File: config.mk
export PLATFORM = sky130hd
export DESIGN_NAME = control_unit_flat
export DESIGN_NICKNAME = d
export VERILOG_FILES = /design/src/rtl/cpu4_pkg.sv /design/src/rtl/control_unit_if.sv /design/src/rtl/cu_decode.sv /design/src/rtl/control_unit.sv /design/src/flat_wrapper.sv
export SDC_FILE = /design/constraint.sdc
export NUM_CORES = 1
export LEC_CHECK = 0
export ABC_CLOCK_PERIOD_IN_PS = 1500
export CELL_PAD_IN_SITES_DETAIL_PLACEMENT = 1
export CELL_PAD_IN_SITES_GLOBAL_PLACEMENT = 2
export CORE_MARGIN = 3
export CORE_UTILIZATION = 28
export DETAILED_ROUTE_END_ITERATION = 12
export PLACE_DENSITY = 0.71
export SLEW_MARGIN = 20
export SYNTH_ARGS = -nofsm -noshare
export SYNTH_HDL_FRONTEND = slang
export SYNTH_HIERARCHICAL = 1
export SYNTH_SLANG_ARGS = --single-unit
File: constraint.sdc
create_clock -name clk_i -period 1.5 [get_ports clk_i]
set_clock_uncertainty 0.05 [all_clocks]
set_input_delay 0.3 -clock clk_i [delete_from_list [all_inputs] [get_ports clk_i]]
set_output_delay 0.3 -clock clk_i [all_outputs]
set_load 0.005 [all_outputs]
File: src/rtl/cpu4_pkg.sv
// Shared ISA constants for the 4-bit CPU: opcodes, sequencer state codes, ALU codes and
// the decoded instruction classes used by the control unit and the disassembler monitor.
package cpu4_pkg;
  localparam int OP_WIDTH = 4;

  localparam logic [3:0] OP_NOP = 4'b0000;
  localparam logic [3:0] OP_LDA = 4'b0001;
  localparam logic [3:0] OP_ADD = 4'b0010;
  localparam logic [3:0] OP_SUB = 4'b0011;
  localparam logic [3:0] OP_OUT = 4'b0100;
  localparam logic [3:0] OP_JMP = 4'b0101;
  localparam logic [3:0] OP_JZ  = 4'b0110;
  localparam logic [3:0] OP_HLT = 4'b1111;

  // EX3 shares its low 3 bits with EX2 so the 3-bit debug port can carry HALT as 3'b111.
  localparam logic [3:0] ST_IDLE    = 4'b0000;
  localparam logic [3:0] ST_FETCH   = 4'b0001;
  localparam logic [3:0] ST_READ    = 4'b0010;
  localparam logic [3:0] ST_LOAD_IR = 4'b0011;
  localparam logic [3:0] ST_DECODE  = 4'b0100;
  localparam logic [3:0] ST_EX1     = 4'b0101;
  localparam logic [3:0] ST_EX2     = 4'b0110;
  localparam logic [3:0] ST_EX3     = 4'b1110;
  localparam logic [3:0] ST_HALT    = 4'b0111;

  localparam logic [1:0] ALU_PASS = 2'b00;
  localparam logic [1:0] ALU_ADD  = 2'b01;
  localparam logic [1:0] ALU_SUB  = 2'b10;

  typedef enum logic [3:0] {
    CL_NOP, CL_LDA, CL_ADD, CL_SUB, CL_OUT, CL_JMP, CL_JZ, CL_HLT, CL_ILL
  } op_class_e;

  typedef enum logic [1:0] {EX_ACC, EX_JMP, EX_SKIP, EX_OUT} ex_kind_e;

  typedef struct packed {
    ex_kind_e   kind;
    logic [1:0] alu_op;
  } ex_ctl_t;

  typedef struct packed {
    logic       ir_load;
    logic       mar_load;
    logic       mem_rd;
    logic       pc_inc;
    logic       pc_load;
    logic       acc_load;
    logic [1:0] alu_op;
    logic       out_load;
    logic       halt;
  } ctl_t;
endpackage

File: src/rtl/control_unit_if.sv
// Control-unit bundle: run/step/opcode/flag in, datapath strobes and debug state out.
interface control_unit_if #(parameter int OP_W = 4);
  logic            run_i;
  logic            step_i;
  logic [OP_W-1:0] ri_i;
  logic            z_i;
  logic            ir_load_o;
  logic            mar_load_o;
  logic            mem_rd_o;
  logic            pc_inc_o;
  logic            pc_load_o;
  logic            acc_load_o;
  logic [1:0]      alu_op_o;
  logic            out_load_o;
  logic            halt_o;
  logic [2:0]      state_o;

  modport master (
    output run_i, step_i, ri_i, z_i,
    input  ir_load_o, mar_load_o, mem_rd_o, pc_inc_o, pc_load_o, acc_load_o,
           alu_op_o, out_load_o, halt_o, state_o
  );
  modport slave (
    input  run_i, step_i, ri_i, z_i,
    output ir_load_o, mar_load_o, mem_rd_o, pc_inc_o, pc_load_o, acc_load_o,
           alu_op_o, out_load_o, halt_o, state_o
  );
endinterface

File: src/rtl/cu_decode.sv
// Combinational opcode -> instruction-class decode; shared with the disassembler monitor.
module cu_decode
  import cpu4_pkg::*;
(
  input  logic [OP_WIDTH-1:0] op,
  output op_class_e           cls
);
  always_comb begin
    cls = CL_ILL;
    case (op)
      OP_NOP: cls = CL_NOP;
      OP_LDA: cls = CL_LDA;
      OP_ADD: cls = CL_ADD;
      OP_SUB: cls = CL_SUB;
      OP_OUT: cls = CL_OUT;
      OP_JMP: cls = CL_JMP;
      OP_JZ:  cls = CL_JZ;
      OP_HLT: cls = CL_HLT;
      default: cls = CL_ILL;
    endcase
  end
endmodule

File: src/rtl/control_unit.sv
// Fetch/decode/execute sequencer; strobes are registered from the next state.
// Define CU_STEP_EN for single-step mode (one instruction per rising edge of step_i).
module control_unit
  import cpu4_pkg::*;
#(
  parameter int OP_W         = OP_WIDTH,
  parameter int ILLEGAL_HALT = 0
) (
  input  logic           clk_i,
  input  logic           rst_i,
  control_unit_if.slave  bus
);
  logic [3:0]      st, ns, done_st;
  ex_ctl_t         ex, nx;
  ctl_t            ctl_d, ctl_q;
  op_class_e       cls;
  logic [OP_W-1:0] op_raw;
  logic            start;

  assign op_raw = bus.ri_i;

  cu_decode u_dec (.op(op_raw), .cls(cls));

`ifdef CU_STEP_EN
  logic step_q;
  always_ff @(posedge clk_i or posedge rst_i)
    if (rst_i) step_q <= 1'b0;
    else       step_q <= bus.step_i;
  assign start   = bus.run_i & bus.step_i & ~step_q;
  assign done_st = ST_IDLE;
`else
  logic unused_step;
  assign unused_step = bus.step_i;
  assign start       = bus.run_i;
  assign done_st     = bus.run_i ? ST_FETCH : ST_IDLE;
`endif

  // ri_i/z_i are only trusted in DECODE; the execute plan is latched into ex for EX1..EX3.
  always_comb begin
    ns = st;
    nx = ex;
    case (st)
      ST_IDLE:    if (start) ns = ST_FETCH;
      ST_FETCH:   ns = ST_READ;
      ST_READ:    ns = ST_LOAD_IR;
      ST_LOAD_IR: ns = ST_DECODE;
      ST_DECODE: begin
        ns = ST_EX1;
        case (cls)
          CL_LDA: nx = '{kind: EX_ACC, alu_op: ALU_PASS};
          CL_ADD: nx = '{kind: EX_ACC, alu_op: ALU_ADD};
          CL_SUB: nx = '{kind: EX_ACC, alu_op: ALU_SUB};
          CL_OUT: nx = '{kind: EX_OUT, alu_op: ALU_PASS};
          CL_JMP: nx = '{kind: EX_JMP, alu_op: ALU_PASS};
          CL_JZ:  nx = '{kind: (bus.z_i ? EX_JMP : EX_SKIP), alu_op: ALU_PASS};
          CL_HLT: ns = ST_HALT;
          CL_ILL: ns = (ILLEGAL_HALT != 0) ? ST_HALT : done_st;
          default: ns = done_st;
        endcase
      end
      ST_EX1:  ns = (ex.kind == EX_OUT || ex.kind == EX_SKIP) ? done_st : ST_EX2;
      ST_EX2:  ns = ST_EX3;
      ST_EX3:  ns = done_st;
      ST_HALT: ns = ST_HALT;
      default: ns = ST_IDLE;
    endcase
  end

  always_comb begin
    ctl_d = '0;
    case (ns)
      ST_FETCH:   ctl_d.mar_load = 1'b1;
      ST_READ:    begin ctl_d.mem_rd = 1'b1; ctl_d.pc_inc = 1'b1; end
      ST_LOAD_IR: ctl_d.ir_load = 1'b1;
      ST_EX1: begin
        case (nx.kind)
          EX_ACC, EX_JMP: ctl_d.mar_load = 1'b1;
          EX_SKIP:        ctl_d.pc_inc   = 1'b1;
          EX_OUT:         ctl_d.out_load = 1'b1;
          default: ;
        endcase
      end
      ST_EX2: begin
        ctl_d.mem_rd = 1'b1;
        ctl_d.pc_inc = (nx.kind == EX_ACC);
      end
      ST_EX3: begin
        if (nx.kind == EX_ACC) begin
          ctl_d.acc_load = 1'b1;
          ctl_d.alu_op   = nx.alu_op;
        end
        ctl_d.pc_load = (nx.kind == EX_JMP);
      end
      ST_HALT: ctl_d.halt = 1'b1;
      default: ;
    endcase
  end

  always_ff @(posedge clk_i or posedge rst_i) begin
    if (rst_i) begin
      st    <= ST_IDLE;
      ex    <= '{kind: EX_ACC, alu_op: ALU_PASS};
      ctl_q <= '0;
    end else begin
      st    <= ns;
      ex    <= nx;
      ctl_q <= ctl_d;
    end
  end

  assign bus.ir_load_o  = ctl_q.ir_load;
  assign bus.mar_load_o = ctl_q.mar_load;
  assign bus.mem_rd_o   = ctl_q.mem_rd;
  assign bus.pc_inc_o   = ctl_q.pc_inc;
  assign bus.pc_load_o  = ctl_q.pc_load;
  assign bus.acc_load_o = ctl_q.acc_load;
  assign bus.alu_op_o   = ctl_q.alu_op;
  assign bus.out_load_o = ctl_q.out_load;
  assign bus.halt_o     = ctl_q.halt;
  assign bus.state_o    = st[2:0];
endmodule

File: src/flat_wrapper.sv
// flat-port wrapper written by rule: the top's interface ports become plain ports
module control_unit_flat import cpu4_pkg::*;
#(
  parameter int OP_W         = OP_WIDTH,
  parameter int ILLEGAL_HALT = 0
)
  (clk_i, rst_i, bus_run_i, bus_step_i, bus_ri_i, bus_z_i, bus_ir_load_o, bus_mar_load_o, bus_mem_rd_o, bus_pc_inc_o, bus_pc_load_o, bus_acc_load_o, bus_alu_op_o, bus_out_load_o, bus_halt_o, bus_state_o);
  control_unit_if #(.OP_W(OP_W)) bus_i ();
  input  logic clk_i;
  input  logic rst_i;
  input wire logic [$bits(bus_i.run_i)-1:0] bus_run_i;
  input wire logic [$bits(bus_i.step_i)-1:0] bus_step_i;
  input wire logic [$bits(bus_i.ri_i)-1:0] bus_ri_i;
  input wire logic [$bits(bus_i.z_i)-1:0] bus_z_i;
  output wire logic [$bits(bus_i.ir_load_o)-1:0] bus_ir_load_o;
  output wire logic [$bits(bus_i.mar_load_o)-1:0] bus_mar_load_o;
  output wire logic [$bits(bus_i.mem_rd_o)-1:0] bus_mem_rd_o;
  output wire logic [$bits(bus_i.pc_inc_o)-1:0] bus_pc_inc_o;
  output wire logic [$bits(bus_i.pc_load_o)-1:0] bus_pc_load_o;
  output wire logic [$bits(bus_i.acc_load_o)-1:0] bus_acc_load_o;
  output wire logic [$bits(bus_i.alu_op_o)-1:0] bus_alu_op_o;
  output wire logic [$bits(bus_i.out_load_o)-1:0] bus_out_load_o;
  output wire logic [$bits(bus_i.halt_o)-1:0] bus_halt_o;
  output wire logic [$bits(bus_i.state_o)-1:0] bus_state_o;
  assign bus_i.run_i = bus_run_i;
  assign bus_i.step_i = bus_step_i;
  assign bus_i.ri_i = bus_ri_i;
  assign bus_i.z_i = bus_z_i;
  assign bus_ir_load_o = bus_i.ir_load_o;
  assign bus_mar_load_o = bus_i.mar_load_o;
  assign bus_mem_rd_o = bus_i.mem_rd_o;
  assign bus_pc_inc_o = bus_i.pc_inc_o;
  assign bus_pc_load_o = bus_i.pc_load_o;
  assign bus_acc_load_o = bus_i.acc_load_o;
  assign bus_alu_op_o = bus_i.alu_op_o;
  assign bus_out_load_o = bus_i.out_load_o;
  assign bus_halt_o = bus_i.halt_o;
  assign bus_state_o = bus_i.state_o;
  control_unit #(.OP_W(OP_W), .ILLEGAL_HALT(ILLEGAL_HALT)) u_core (.clk_i(clk_i), .rst_i(rst_i), .bus(bus_i));
endmodule
# After elaboration in Yosys (flattened, before gate mapping)
# Memories as Yosys holds them, arrays and structs flattened.
# Index checks and enable logic that the tools add are counted.
word_totals:
  regBits: 18
  mem_bits_ro: 64
  inputBits: 9
  out_inout_bits: 13
  mem_count: 1
op_classes:
  eq_ne: 27
  n_mux: 19
  n_reduce_logical: 6
memory_table:
  columns: ["memory", "words", "width", "read_ports", "rd_clocked_by_memory_dff", "write_ports", "line_no", "source"]
  rows:
  - ["(no name shown)", 16, 4, 1, 0, 0, "cu_decode.sv:10", "case (op)"]
ops:
  columns: ["cell", "n"]
  rows:
  - ["$eq A4 B3 Y1 const B", 11]
  - ["$pmux W4 S9", 1]
  - ["$eq A4 B2 Y1 const B", 6]
  - ["$pmux W4 S6", 1]
  - ["$mux W4", 4]
  - ["$eq A4 B1 Y1 const B", 3]
  - ["$eq A2 B2 Y1 const B", 4]
  - ["$eq A4 B4 Y1 const B", 2]
  - ["$mux W1", 8]
  - ["$pmux W4 S2", 1]
  - ["$reduce_or A6 Y1", 1]
  - ["$logic_not A4 Y1", 1]
  - ["$reduce_or A2 Y1", 2]
  - ["$mux W3", 1]
  - ["$pmux W1 S3", 1]
  - ["$eq A2 B1 Y1 const B", 1]
  - ["$logic_not A2 Y1", 1]
  - ["$mux W2", 1]
  - ["$pmux W1 S2", 1]
  - ["$logic_or A1 B1 Y1", 1]

# Longest topological paths before layout
# Gate-level depths: netlist of the first run.
# An unclocked memory read counts as a cell.
depth:
  word_depth: 8
  ltp_mapped: 9
  depth_no_buf: 8

# By module
# The synthesis of the first run kept the hierarchy.
by_module_without_submodules:
  columns: ["mod", "instances", "cells_per_inst", "area_each_um2", "seq_area_each_um2"]
  rows:
  - ["control_unit", 1, 91, 970.9, 450.4]
  - ["cu_decode", 1, 11, 70.1, 0.0]

# Least setup slack after synthesis of the first run
# OpenSTA, ideal clock, no wires.
synth_path:
  path_type: "input-to-reg"
  start: "input bus_ri_i[3]"
  end: "register u_core.ctl_q (netlist bit u_core/bus.pc_inc_o)"
  setup_ps: 119
  t_arrival_ps: 1683
  required_time_ps: 1331
  slack_ps: -351
  stages: 8
  n_path_buf: 1
  cell_sequence: "and3_1 o21a_1 buf_4 nor3_2 or4b_4 a31oi_4 o21ai_2 a21bo_1"
synth_lines:
  columns: ["item", "line_no", "source"]
  rows:
  - ["start: declaration", "flat_wrapper.sv:13", "input wire logic [$bits(bus_i.ri_i)-1:0] bus_ri_i;"]
  - ["end signal: assignment", "control_unit.sv:107", "ctl_q <= ctl_d;"]
  - ["end: declaration", "control_unit.sv:15", "ctl_t ctl_d, ctl_q;"]

==> impl_results.md, run 1 <==
* Outcome: finished with violations
* Violated checks: negative setup slack
* Routed wire length at 2.81 mm
* Hpwl dp at ~2 mm
* Routed via count at 952
* Layout cells sized above 1 at 0.469
* Ys async rst share at 1.00
* IO Count at 22
* Pwr/cell area at 1400 nW/um^2
* Design area at 1650 sq um
* WL/cell at 14.6 microns
* Yosys reg bits at 18
* Fillers at 399
* Multi-input logic area at 612 sq um
* Synth area leaders: dfrtp_1 43%, buf_4 4.3%, nand3_1 3.4%, a21oi_1 2.9%, xnor2_1 2.5%
* Crit. End Element: flip-flop
* Worst Path Max Fanout at 7
* Area Growth Syn to Fin at 58.7%
* Crit path arrival time at 1.85 ns
* Crit path launch type: primary input
* Num CTS Buffers at 3
* Largest net degree at the start of global routing at 19
* Hold WC Path Type: primary input to asynchronous set/reset pin
* Core ar. at ~3500 sq um
* Worst-skew pair later-pin latency at 0.25 ns
* Synth Area in XOR/XNOR at 0.0252
* Initial antenna violation count at 0
* First-pass GRT wire length at 4.70 mm
* Period utilization at 1.14
* Largest family of logic cells by synthesized area: simple AND/OR/NAND/NOR gates
* Mux contribution to synthesized area at 0
* Post-Syn Nets at 111
* Relative slew slack at 0.777
* R2R Path End: u_core/bus.alu_op_o[1]
* Crit path time final at 1.71 ns
* WS Path Type: primary input to flip-flop
* Worst-case reg-to-reg path depth at 6
* Drc violations at 0
* Routed Antenna Nets at 0
* Worst Tran Pin Value at approximately 0.33 ns
* CTS Sinks at 18
* 1st-iter DRT viols at 15
* Register area share after synthesis at 0.433
* Initial Util at 0.300
* CTS tree: yes
* Reg clk slew, reported paths at 0.07 ns
* FF-to-FF Start: u_core/st[1]
* Vias in the first global route at 1037
* Vias per cell at 4.93
* Maximum clock path buffer count at 2
* FF+latch area at 452 sq um
* Max Cap Violations at 0
* Final RePlAce weighted congestion at between 0.7 and 0.8
* VDD IR-drop max at 0.404 mV
* Gate Count Post-Synth at 102
* Die H at roughly 67 microns
* Count leader, synth: dfrtp_1
* Adder-Cell Fraction of Synth Area at 0
* Fin. max-slew vios at 0
* Design Power at 0.00230 W
* PnR worst setup slack at -0.212 ns
* Row count at 21
* P_leak at 0.709 nW
* Avg Inst Size Synth at ~10 sq um
* Synth unique cells at 44
* Unrepaired setup endpoints after global routing: true
* Post-Syn Area at around 1000 sq um
* Final nets at roughly 160
* Post-CTS Hold Buffers at 0
* DIE WIDTH at 67.0 microns
* Root Driver: clkbuf_8
* Dominant cell type by area after synthesis: dfrtp_1
* Ys Warns at 6
* First drt pass iteration count at 4
* Antenna cells at 0
* Grt total ovfl at 0
* Post-placement cell area at 1450 sq um
* Synth cell count leaders: 18 x dfrtp_1, 7 x nand3_1, 6 x a21oi_1, 6 x buf_4
* Die Area at 4490 sq um
* Max Clk Rate at 0.584 GHz
* Most used DFF post-synth: dfrtp_1
* Synth top area share at 0.433
* Synth Area in Compound Gates at 0.220
* Final Hold Viols at 0
* Setup violations, final at 11
* WP data required at around 1.6 ns
* I/O Buffers at 20
* Post-Synth Simple-Gate Area at 0.249
* Reg2Reg Setup Slack at -0.16 ns
* Number of enable flip-flop cells after synthesis at 0
* Global Route Usage Sum at 0.143
* H-Tree Depth at 1
==> how the worst max path moves through the flow <==
stage,start,end,slack (ns)
4_1_cts,u_core/st[1],u_core/bus.mar_load_o,-0.17
3_3_place_gp,bus_ri_i[2],u_core/bus.pc_inc_o,-0.95
2_1_floorplan,bus_ri_i[3],u_core/bus.pc_inc_o,-0.34
6_report,bus_ri_i[3],u_core/bus.alu_op_o[0],-0.21
3_5_place_dp,bus_ri_i[2],u_core/bus.pc_inc_o,-1.02
5_1_grt,bus_ri_i[3],u_core/bus.alu_op_o[1],-0.26
==> cell type report <==
| cell class | instances | area share |
|---|---|---|
| clock buffer | 4 | 0.0333 |
| inverter | 5 | 0.0114 |
| multi-input combinational | 70 | 0.370 |
| sequential | 18 | 0.273 |
| tap | 46 | 0.0348 |
| timing repair buffer | 50 | 0.277 |
==> sequential cells by signal (all words and copies together) (netlist names) <==
register and flops:
u_core/bus.acc_load_o 1, u_core/bus.alu_op_o 2, u_core/bus.halt_o 1, u_core/bus.ir_load_o 1
u_core/bus.mar_load_o 1, u_core/bus.mem_rd_o 1, u_core/bus.out_load_o 1, u_core/bus.pc_inc_o 1
u_core/bus.pc_load_o 1, u_core/ex 4, u_core/st 4
==> routing by layer <==
metal,vias up,global-route usage,wire [microns]
li1,459,-,-
met1,465,0.165,1180
met2,22,0.257,1480
met3,6,0.0169,83
met4,0,0.0684,69
met5,-,0,0
==> logic make-up after synthesis <==
kind of cell	after synthesis
AOI/OAI and AO/OA	28
DFF	18
buffers and inverters	14
xor gates and xnor gates	3
and+or+nand+nor	39
==> metrics by stage <==
step / hold WS (ns) / utilization / std cells / setup TNS, ns / worst slack (ns)
2_1_floorplan: 0.189 / - / 102 / -1.80 / -0.342
5_1_grt: 0.350 / 0.476 / 193 / -2.15 / -0.262
6_report: 0.322 / 0.476 / 193 / -1.56 / -0.212
4_1_cts: 0.327 / 0.473 / 193 / -1.15 / -0.170
3_5_place_dp: 0.465 / 0.418 / 181 / -13.04 / -1.02
3_3_place_gp: 0.455 / 0.418 / 181 / -12.17 / -0.949
==> cells in the final DEF (no fill, tap or decap), types with 3 or more instances in the layout <==
master / count
buf_4: 23
nand2_1: 3
buf_6: 10
dlygate4sd2_1: 3
dfrtp_1: 17
clkdlybuf4s50_1: 13
o21a_1: 3
and3_1: 3
clkbuf_8: 4
a21oi_1: 3
inv_1: 4
a21oi_2: 3
nand3_1: 5
==> repair_timing <==
item / CTS / global route
setup buffers: 10 / 0
pin swaps: 15 / 5
setup endpoints to repair: 18 / 14
gates resized for setup: 45 / 4
==> worst max-delay path: stages <==
cell	delay, ns
buf_8	0.11
and3_1	0.17
o21a_1	0.24
nor2b_1	0.18
a32o_2	0.29
a221oi_4	0.22
inv_2	0.10
nor2_4	0.11
and2_1	0.13
==> power by group <==
group          switching [W]  internal (W)  leakage [nW]
clock network       0.000162      0.000233        0.0288
registers          0.0000800      0.000615         0.231
logic               0.000539      0.000675         0.449
(Power assumes the default switching activity.)
==> inputs of run 2 (changes only) <==
- PLACE_DENSITY: 0.71 -> 0.76
==> run 2 against run 1 <==
Net effect:
- the flow still finishes with violations (negative setup slack)
- wire length rose by 7.3%
- largest cell class unchanged
- hold slack lost 0.0033 ns
- final cell count up 1.6%
- highest routed layer unchanged
- largest power group unchanged
==> impl_results.md, run 2 (synthesis results as in run 1) <==
* Outcome: finished with violations (unchanged)
* Violated checks: negative setup slack (unchanged)
* Worst Tran Pin Value at 0.334 ns (was 0.329 ns)
* Initial Util at 0.300 (unchanged)
* VDD IR-drop max at 0.484 mV (was 0.404 mV)
* FF-to-FF Start: u_core/st[1] (unchanged)
* DIE WIDTH at 67.0 microns (unchanged)
* Fin. max-slew vios at 0 (unchanged)
* Final core utilization at 0.499 (was 0.476)
* Hold WC Path Type: primary input to asynchronous set/reset pin (unchanged)
* Routed Antenna Nets at 0 (unchanged)
* Final RePlAce weighted congestion at 0.745 (was 0.763)
* Worst Path Max Fanout at 7 (unchanged)
* Die H at 67.0 microns (unchanged)
* Largest net degree at the start of global routing at 19 (unchanged)
* Design area at 1730 sq um (was 1650 sq um)
* Die Area at 4490 sq um (unchanged)
* Layout cells sized above 1 at 0.520 (was 0.469)
* PnR worst setup slack at -0.231 ns (was -0.212 ns)
* Core ar. at 3470 sq um (unchanged)
* Reg clk slew, reported paths at 0.06 ns (was 0.07 ns)
* Max Clk Rate at 0.578 GHz (was 0.584 GHz)
* Worst-skew pair later-pin latency at 0.25 ns (about the same)
* Vias per cell at 4.87 (was 4.93)
* First drt pass iteration count at 4 (unchanged)
* Crit. End Element: flip-flop (unchanged)
* Final nets at 161 (was 157)
* Post-placement cell area at 1460 sq um (was 1450 sq um)
* Drc violations at 0 (unchanged)
* Commonest non-fill, non-tap cell in the layout: buf_4 (unchanged)
* Row count at 21 (unchanged)
* Period utilization at 1.15 (was 1.14)
* Maximum clock path buffer count at 2 (unchanged)
* Placement Setup Slack at -1.02 ns (about the same)
* Grt total ovfl at 0 (unchanged)
* Final Hold Viols at 0 (unchanged)
* H-Tree Depth at 1 (unchanged)
* Worst hold slack at 0.319 ns (was 0.322 ns)
* Routed via count at 955 (was 952)
* Area Growth Syn to Fin at 66.2% (was 58.7%)
* IO Count at 22 (unchanged)
* Reg2Reg Setup Slack at -0.22 ns (was -0.16 ns)
* Hpwl dp at 2.11 mm (was 2.04 mm)
* Pwr/cell area at 1420 nW/um^2 (was 1400 nW/um^2)
* Most frequent cells in the layout: 25 x buf_4, 17 x dfrtp_1, 13 x clkdlybuf4s50_1 (was 23 x buf_4, 17 x dfrtp_1, 13 x clkdlybuf4s50_1)
* Slowest cell on crit path: a221oi_4 (was a32o_2)
* First-pass GRT wire length at 4.97 mm (was 4.70 mm)
* CTS tree: yes (unchanged)
* WL/cell at 15.4 microns (was 14.6 microns)
* WS Path Type: primary input to flip-flop (unchanged)
* P_leak at 0.740 nW (was 0.709 nW)
* Crit path time final at 1.73 ns (was 1.71 ns)
* Crit path launch type: primary input (unchanged)
* Crit path top cell by count: buf_6
* Worst-case reg-to-reg path depth at 6 (unchanged)
* Crit path arrival time at 1.87 ns (was 1.85 ns)
* Crit path max-delay family: simple AND/OR/NAND/NOR gates (was compound AO/OA/AOI/OAI gates)
* CP cell instances: buf_6 -> buf_6 -> xnor2_4 -> nor3b_4 -> nand2_2 -> a221oi_4 -> inv_2 -> nor2_4 -> and2_1 (was buf_8 -> and3_1 -> o21a_1 -> nor2b_1 -> a32o_2 -> a221oi_4 -> inv_2 -> nor2_4 -> and2_1)
* Global Route Usage Sum at 0.147 (was 0.143)
* Multi-input logic area at 659 sq um (was 612 sq um)
* R2R Path End: u_core/bus.alu_op_o[1] (unchanged)
* Fillers at 406 (was 399)
* Unrepaired setup endpoints after global routing: true (unchanged)
* CTS Sinks at 18 (unchanged)
* Max Cap Violations at 0 (unchanged)
* 1st-iter DRT viols at 44 (was 15)
* WP data required at 1.64 ns (about the same)
* Root Driver: clkbuf_8 (unchanged)
* Antenna cells at 0 (unchanged)
* Sum Neg Setup Slack at -1.72 ns (was -1.56 ns)
* I/O Buffers at 20 (unchanged)
* Initial antenna violation count at 0 (unchanged)
* Num CTS Buffers at 3 (unchanged)
* Relative slew slack at 0.776 (was 0.777)
* Routed wire length at 3.02 mm (was 2.81 mm)
* Crit path buffers/inverters at 3 (was 2)
* Vias in the first global route at 1039 (was 1037)
* FF+latch area at 452 sq um (unchanged)
* Setup violations, final at 11 (unchanged)
* Max stage delay on crit path at 0.36 ns (was 0.29 ns)
-- run 2: metal layers --
metal	GRT usage	vias up	wire [microns]
met1	0.178	467	1240
met2	0.271	23	1620
met3	0.0101	5	91
met5	0	-	0
li1	-	460	-
met4	0.0532	0	58
-- run 2: what timing repair did --
| action | in CTS | in global routing |
|---|---|---|
| resized for setup | 54 | 10 |
| setup buffers | 7 | 6 |
| setup endpoints to repair | 18 | 12 |
| hold buffers | 0 | 0 |
| cloned | 0 | 0 |
| pin swaps | 21 | 13 |
-- run 2: worst max-delay path by stage --
stage / startpoint / to / cells after the start
after global routing: bus_ri_i[0] / u_core/bus.pc_inc_o / 9
after CTS: u_core/st[1] / u_core/bus.alu_op_o[0] / 6
final: bus_ri_i[3] / u_core/bus.alu_op_o[1] / 9
after global placement: bus_ri_i[1] / u_core/bus.pc_inc_o / 8
after detailed placement: bus_ri_i[2] / u_core/bus.mar_load_o / 9
after floorplan: bus_ri_i[3] / u_core/bus.pc_inc_o / 8
-- run 2: tightest hold or removal path: stages --
cell and delay, ns:
clkdlybuf4s50_1 0.40, inv_1 0.05, buf_4 0.24
-- run 2: where the power goes --
group          switching (W)  internal, W  total [W]  leakage, nW
logic               0.000610     0.000790    0.00140        0.487
registers           0.000108     0.000616   0.000724        0.231
clock network       0.000149     0.000178   0.000327       0.0216
total               0.000867      0.00158    0.00245        0.740
-- run 2: area by class of cell --
class | instances | share of cell area
Multi-Input combinational cell | 70 | 0.381
Tap cell | 46 | 0.0333
Inverter | 5 | 0.0108
Timing Repair Buffer | 54 | 0.290
Clock buffer | 3 | 0.0239
Sequential cell | 18 | 0.261
-- run 2: per-stage QoR --
| stage | cells | power, W |
|---|---|---|
| 3_3_place_gp | 182 | 0.00173 |
| 6_report | 196 | 0.00245 |
| 2_1_floorplan | 102 | 0.00134 |
| 4_1_cts | 191 | 0.00233 |
| 5_1_grt | 196 | 0.00261 |
| 3_5_place_dp | 182 | 0.00178 |
